$ cat src/rtl/pbsbf4_pkg.sv
// Purpose : shared constants for the (1,3,3,1) B-spline decimator.
// Latency : n/a (package only).
// Backpressure: n/a.
package pbsbf4_pkg;

  // Binomial kernel taps; the 3s are built as (x<<1)+x, so no multipliers.
  localparam int TAP0 = 1;
  localparam int TAP1 = 3;
  localparam int TAP2 = 3;
  localparam int TAP3 = 1;

  // Tap sum is 8, so normalise by >>3 with round-half-up.
  localparam int NORM_SHIFT = 3;
  localparam int RND_C      = 4;

  localparam int WIN_N  = 4;  // window depth
  localparam int FILL_W = 3;  // fill counter holds 0..WIN_N

  // Accumulator width: DIN_W+3 for the sum, +1 headroom for the round add.
  function automatic int ACC_W(input int din_w);
    return din_w + 4;
  endfunction

endpackage

$ cat src/rtl/pbsbf4_tap_window.sv
// Purpose : 4-deep sample window (w0 oldest) with saturating fill count.
// Latency : window updates at the accepting edge.
// Backpressure: none; every accept_i is taken, clr_i wins over accept_i.
// Ports   : clk, n_rst (sync, active-low), clr_i, accept_i, din_i,
//           win_o[3:0] (win_o[0] = oldest), fill_o (0..4), primed_o.
module pbsbf4_tap_window
  import pbsbf4_pkg::*;
#(
  parameter int DIN_W = 8
) (
  input  logic                         clk,
  input  logic                         n_rst,
  input  logic                         clr_i,
  input  logic                         accept_i,
  input  logic [DIN_W-1:0]             din_i,
  output logic [WIN_N-1:0][DIN_W-1:0]  win_o,
  output logic [FILL_W-1:0]            fill_o,
  output logic                         primed_o
);

  logic [WIN_N-1:0][DIN_W-1:0] win_q, win_d;
  logic [FILL_W-1:0]           fill_q, fill_d;

  always_comb begin
    win_d  = win_q;
    fill_d = fill_q;
    if (clr_i) begin
      win_d  = '0;
      fill_d = '0;
    end else if (accept_i) begin
      // Newest sample enters at the top, oldest falls out of slot 0.
      win_d = {din_i, win_q[3], win_q[2], win_q[1]};
      if (fill_q != FILL_W'(WIN_N)) begin
        fill_d = fill_q + FILL_W'(1);
      end
    end
  end

  always_ff @(posedge clk) begin
    if (!n_rst) begin
      win_q  <= '0;
      fill_q <= '0;
    end else begin
      win_q  <= win_d;
      fill_q <= fill_d;
    end
  end

  assign win_o    = win_q;
  assign fill_o   = fill_q;
  assign primed_o = (fill_q == FILL_W'(WIN_N));

endmodule

$ cat src/rtl/pbsbf4_decim.sv
// Purpose : cubic B-spline (1,3,3,1) anti-alias decimator, output 1 per DECIM accepts.
// Latency : 2 clocks from the firing sample's accept edge to dout_valid.
// Backpressure: none; din_valid may be high every cycle, gaps just stall the window.
// Ports   : clk, n_rst (sync, active-low), clr, din/din_valid in,
//           dout/dout_valid out (one-cycle pulse), primed (window full).
module pbsbf4_decim
  import pbsbf4_pkg::*;
#(
  parameter int DIN_W   = 8,
  parameter int DECIM   = 2,
  parameter int PHASE_W = $clog2(DECIM)
) (
  input  logic             clk,
  input  logic             n_rst,
  input  logic             clr,
  input  logic [DIN_W-1:0] din,
  input  logic             din_valid,
  output logic [DIN_W-1:0] dout,
  output logic             dout_valid,
  output logic             primed
);

  localparam int AW = ACC_W(DIN_W);

  logic                        accept;
  logic [WIN_N-1:0][DIN_W-1:0] win;
  logic [FILL_W-1:0]           fill;

  logic [PHASE_W-1:0] phase_q, phase_d;
  logic               fire_q, fire_d;
  logic [DIN_W-1:0]   dout_q, dout_d;
  logic               dout_valid_q, dout_valid_d;

  logic [AW-1:0]      w0_e, w1_e, w2_e, w3_e, acc;
  logic [DIN_W-1:0]   rnd;

  // A sample arriving with clr is dropped.
  assign accept = din_valid & ~clr;

  pbsbf4_tap_window #(
    .DIN_W (DIN_W)
  ) u_win (
    .clk      (clk),
    .n_rst    (n_rst),
    .clr_i    (clr),
    .accept_i (accept),
    .din_i    (din),
    .win_o    (win),
    .fill_o   (fill),
    .primed_o (primed)
  );

  // Phase and fire decisions use pre-increment state; fill>=3 means the
  // window is full once this sample has shifted in.
  always_comb begin
    phase_d = phase_q;
    fire_d  = 1'b0;
    if (clr) begin
      phase_d = '0;
    end else if (accept) begin
      phase_d = phase_q + PHASE_W'(1);  // DECIM is a power of two: wraps naturally
      fire_d  = (phase_q == PHASE_W'(DECIM - 1)) && (fill >= FILL_W'(WIN_N - 1));
    end
  end

  // Kernel on the window as it stands the cycle after the firing accept.
  assign w0_e = AW'(win[0]);
  assign w1_e = AW'(win[1]);
  assign w2_e = AW'(win[2]);
  assign w3_e = AW'(win[3]);
  assign acc  = w0_e + (w1_e << 1) + w1_e + (w2_e << 1) + w2_e + w3_e;
  // Full-scale input rounds to exactly 2^DIN_W-1, so truncation is lossless.
  assign rnd  = DIN_W'((acc + AW'(RND_C)) >> NORM_SHIFT);

  // The output stage ignores clr so an in-flight result still emits.
  always_comb begin
    dout_d       = dout_q;
    dout_valid_d = 1'b0;
    if (fire_q) begin
      dout_d       = rnd;
      dout_valid_d = 1'b1;
    end
  end

  always_ff @(posedge clk) begin
    if (!n_rst) begin
      phase_q      <= '0;
      fire_q       <= 1'b0;
      dout_q       <= '0;
      dout_valid_q <= 1'b0;
    end else begin
      phase_q      <= phase_d;
      fire_q       <= fire_d;
      dout_q       <= dout_d;
      dout_valid_q <= dout_valid_d;
    end
  end

  assign dout       = dout_q;
  assign dout_valid = dout_valid_q;

endmodule

$ cat config.mk
export PLATFORM = sky130hd
export DESIGN_NAME = pbsbf4_decim
export DESIGN_NICKNAME = d
export VERILOG_FILES = /design/src/rtl/pbsbf4_pkg.sv /design/src/rtl/pbsbf4_tap_window.sv /design/src/rtl/pbsbf4_decim.sv
export SDC_FILE = /design/constraint.sdc
export NUM_CORES = 1
export LEC_CHECK = 0
export ABC_AREA = 1
export BUFFER_PORTS_ARGS = -buffer_cell sky130_fd_sc_hd__buf_4
export CAP_MARGIN = 25
export CORE_MARGIN = 2
export CORE_UTILIZATION = 31
export DETAILED_ROUTE_END_ITERATION = 8
export GPL_TIMING_DRIVEN = 0
export PLACE_DENSITY = 0.51
export REMOVE_ABC_BUFFERS = 1
export SLEW_MARGIN = 15
export SYNTH_ARGS = -nofsm -noshare
export SYNTH_HDL_FRONTEND = slang
export SYNTH_SLANG_ARGS = --single-unit
export TNS_END_PERCENT = 5
$ cat constraint.sdc
create_clock -name clk -period 2.95 [get_ports clk]
set_input_delay 0.295 -clock clk [delete_from_list [all_inputs] [get_ports clk]]
set_output_delay 0.295 -clock clk [all_outputs]
set_load 0.05 [all_outputs]
==> results.txt <==
Cell internal pwr - 1.20 mW
Die ar. - 10900 um2
Hold WS - 0.197 ns
Initial antenna violation count - 0
Crit start category - flip-flop
Seq/Total Area, Yosys - 0.294
Endpoints failing setup - 8
DRC viols - 0
Pre-CTS setup slack - -0.489 ns
Clk sinks - 46
Fin. Hold Viols - 0
Psw - 630 uW
R2R Setup Slk - -0.14 ns
Placed instance area - 3410 um2
Final worst-path setup slack - -0.136 ns
Most common cell after layout, fill and taps aside - inv_1
Relative slew margins - 0.518
Comb power frac - 0.378
Net switching share of the total power - 0.344
Clock Latency Late Sink - 0.30 ns
FF+latch count, synth - 46
Mapped Cells - 398
Drt via density - 4.34
Min cycle time layout - 3.09 ns
Share of cells above drive strength 1 - 0.260
Hold EP - dout_valid
Clk_skew - 0.00634 ns
Nets - 481
TritonCTS clock tree - yes
Vias in the first global route - 2512
Chip Width - 105 um
H-tree level count - 2
Min-delay src - n_rst
R2R depth - 17
Reg-to-Reg Start - u_win.win_o[10]
Max-cap violations - 0
Most frequent cells in the layout - inv_1, nor2_1, nand2_1
Area of the core - 9770 um2
Syn-to-layout area delta - 20.4%
Gr ovfl total - 0
Total GRT Usage - 0.129
Maximum vdd drop - 268 uV
IO Count - 22
Worst reg2reg path endpoint - dout[5]
Failing checks - negative setup slack
Worst setup path class - flip-flop to flip-flop
Initial drt markers - 57
Netlist Area Pre-Place - 3130 um2
Hold path depth - 3
Dpl hpwl - 4.49 mm
Measured slew at the worst slew-check pin - 0.721 ns
Row cnt - 36
IO buf count - 21
ANT cells - 0
Max Freq - 324 MHz
Worst EP required - 3.15 ns
Non-filler cells, final - 556
Fin Setup TNS - -0.746 ns
Post-synthesis cell type count - 25
Static Leakage - 1.78 nW
Layout fillers - 1026
First-pass GRT wire length - 11.5 mm
CP Capture Type - flip-flop
Design Area, Final - 3770 um2
1st-pass router iterations - 5
Worst-path fanout max - 4
Clock transition at the registers of the reported paths - 0.09 ns
Final worst-path cycle share - 1.05
Via Count - 2413
Clock Tree Root - clkbuf_8
GP Congestion - 0.795
Slew Limit Fails - 0
Wire length per cell - 11.3 um
RSZ-0062 raised after global routing - true
Syn avg cell area - 7.88 um2
Routed Antenna Nets - 0
Initial Util - 0.321
Post-Route WL - 6.28 mm
CTS buffer count - 5
Die height - 105 um
Worst EP arrival - 3.29 ns
Placed cells - 541
Hold WC Path Type - primary input to flip-flop
Status - complete, but fails checks
Sequential share of power - 0.359
Clock Power Share - 0.263
Hold_buf cts - 0
Pin count of the biggest net entering global routing - 27
Power per cell area - 485 nW/um2
Yosys warns - 0
Clock Path Buffers - 2
-- area by class of cell --
type                            count  area, um2  share of cell area
Multi-Input combinational cell    230       1900               0.505
Clock inverter                      2       37.5             0.00995
Tap cell                          133        166              0.0441
Sequential cell                    46        941               0.249
Timing Repair Buffer               29        238              0.0630
Inverter                          110        413               0.109
Clock buffer                        6       72.6              0.0192
-- worst max-delay path by stage --
stage	startpoint	endpoint	slack, ns	cells after the start
after CTS	u_win.win_o[5]	dout[3]	-0.14	15
final	u_win.win_o[10]	dout[5]	-0.14	17
after detailed placement	u_win.win_o[11]	dout[6]	-0.49	16
after floorplan	u_win.win_o[11]	dout[6]	-0.22	16
after global routing	u_win.win_o[5]	dout[3]	-0.34	15
after global placement	u_win.win_o[11]	dout[6]	-0.47	16
-- cells by family (layout without fill, tap and decap cells) --
logic type / count (synthesis) / in the layout / synth area share
fa+ha+maj: 47 / 47 / 0.259
buf+inv: 122 / 147 / 0.157
simple gates: 129 / 129 / 0.166
compound gates: 52 / 52 / 0.118
xor+xnor: 2 / 2 / 0.00559
flops: 46 / 46 / 0.294
-- worst max-delay path: stages (launching register included) --
cell     delay, ns
dfxtp_2       0.37
inv_2         0.05
fa_1          0.52
inv_1         0.05
fa_1          0.48
inv_1         0.05
fa_1          0.50
inv_2         0.05
ha_4          0.28
nand2_2       0.06
inv_1         0.05
nand2_1       0.06
nand2_2       0.10
nand2_2       0.06
nand3_1       0.06
nand2_1       0.06
nor2_2        0.14
nor2_1        0.04
-- metrics by stage --
stage	power, mW	util
2_1_floorplan	1.02	-
3_3_place_gp	1.12	0.346
3_5_place_dp	1.13	0.348
4_1_cts	1.84	0.385
5_1_grt	1.97	0.386
6_report	1.83	0.386
-- Yosys cell counts (all sizes together) --
library cell	n	area, um2
nand4	2	12.5
o21ai	5	25.0
buf	7	61.3
a21o	1	7.51
a21oi	14	70.1
nand2	54	203
clkbuf	5	18.8
inv	110	413
nand3	11	55.1
dfxtp	46	921
nand3b	2	15.0
or2	1	6.26
nor2	59	229
xor2	2	17.5
a211oi	31	258
ha	17	213
fa	30	601
a2111oi	1	8.76
-- layer usage --
layer | global-route usage | share of wire | vias up
met1 | 0.173 | 0.50 | 1145
li1 | - | - | 1242
met5 | 0 | 0 | -
met4 | 0.0319 | 0.0088 | 0
met2 | 0.213 | 0.47 | 21
met3 | 0.0243 | 0.022 | 5
-- repair_timing --
action | CTS | global route
setup buffers | 7 | 0
pin swaps | 31 | 4
gates resized for setup | 63 | 10
setup endpoints to repair | 8 | 8
-- state kept, by name, indices dropped and copies added (netlist names) --
register,count
dout,8
dout_valid,1
fire_q,1
phase_q,1
u_win.fill_o,3
u_win.win_o,32
-- power by group through the flow --
stage | clock network [mW] | logic [mW] | registers [mW]
6_report | 0.481 | 0.691 | 0.657
5_1_grt | 0.525 | 0.788 | 0.660
4_1_cts | 0.496 | 0.685 | 0.657
3_5_place_dp | 0 | 0.455 | 0.671
3_3_place_gp | 0 | 0.450 | 0.670
2_1_floorplan | 0 | 0.348 | 0.668
No activity file was read; power rests on OpenSTA's default activity.
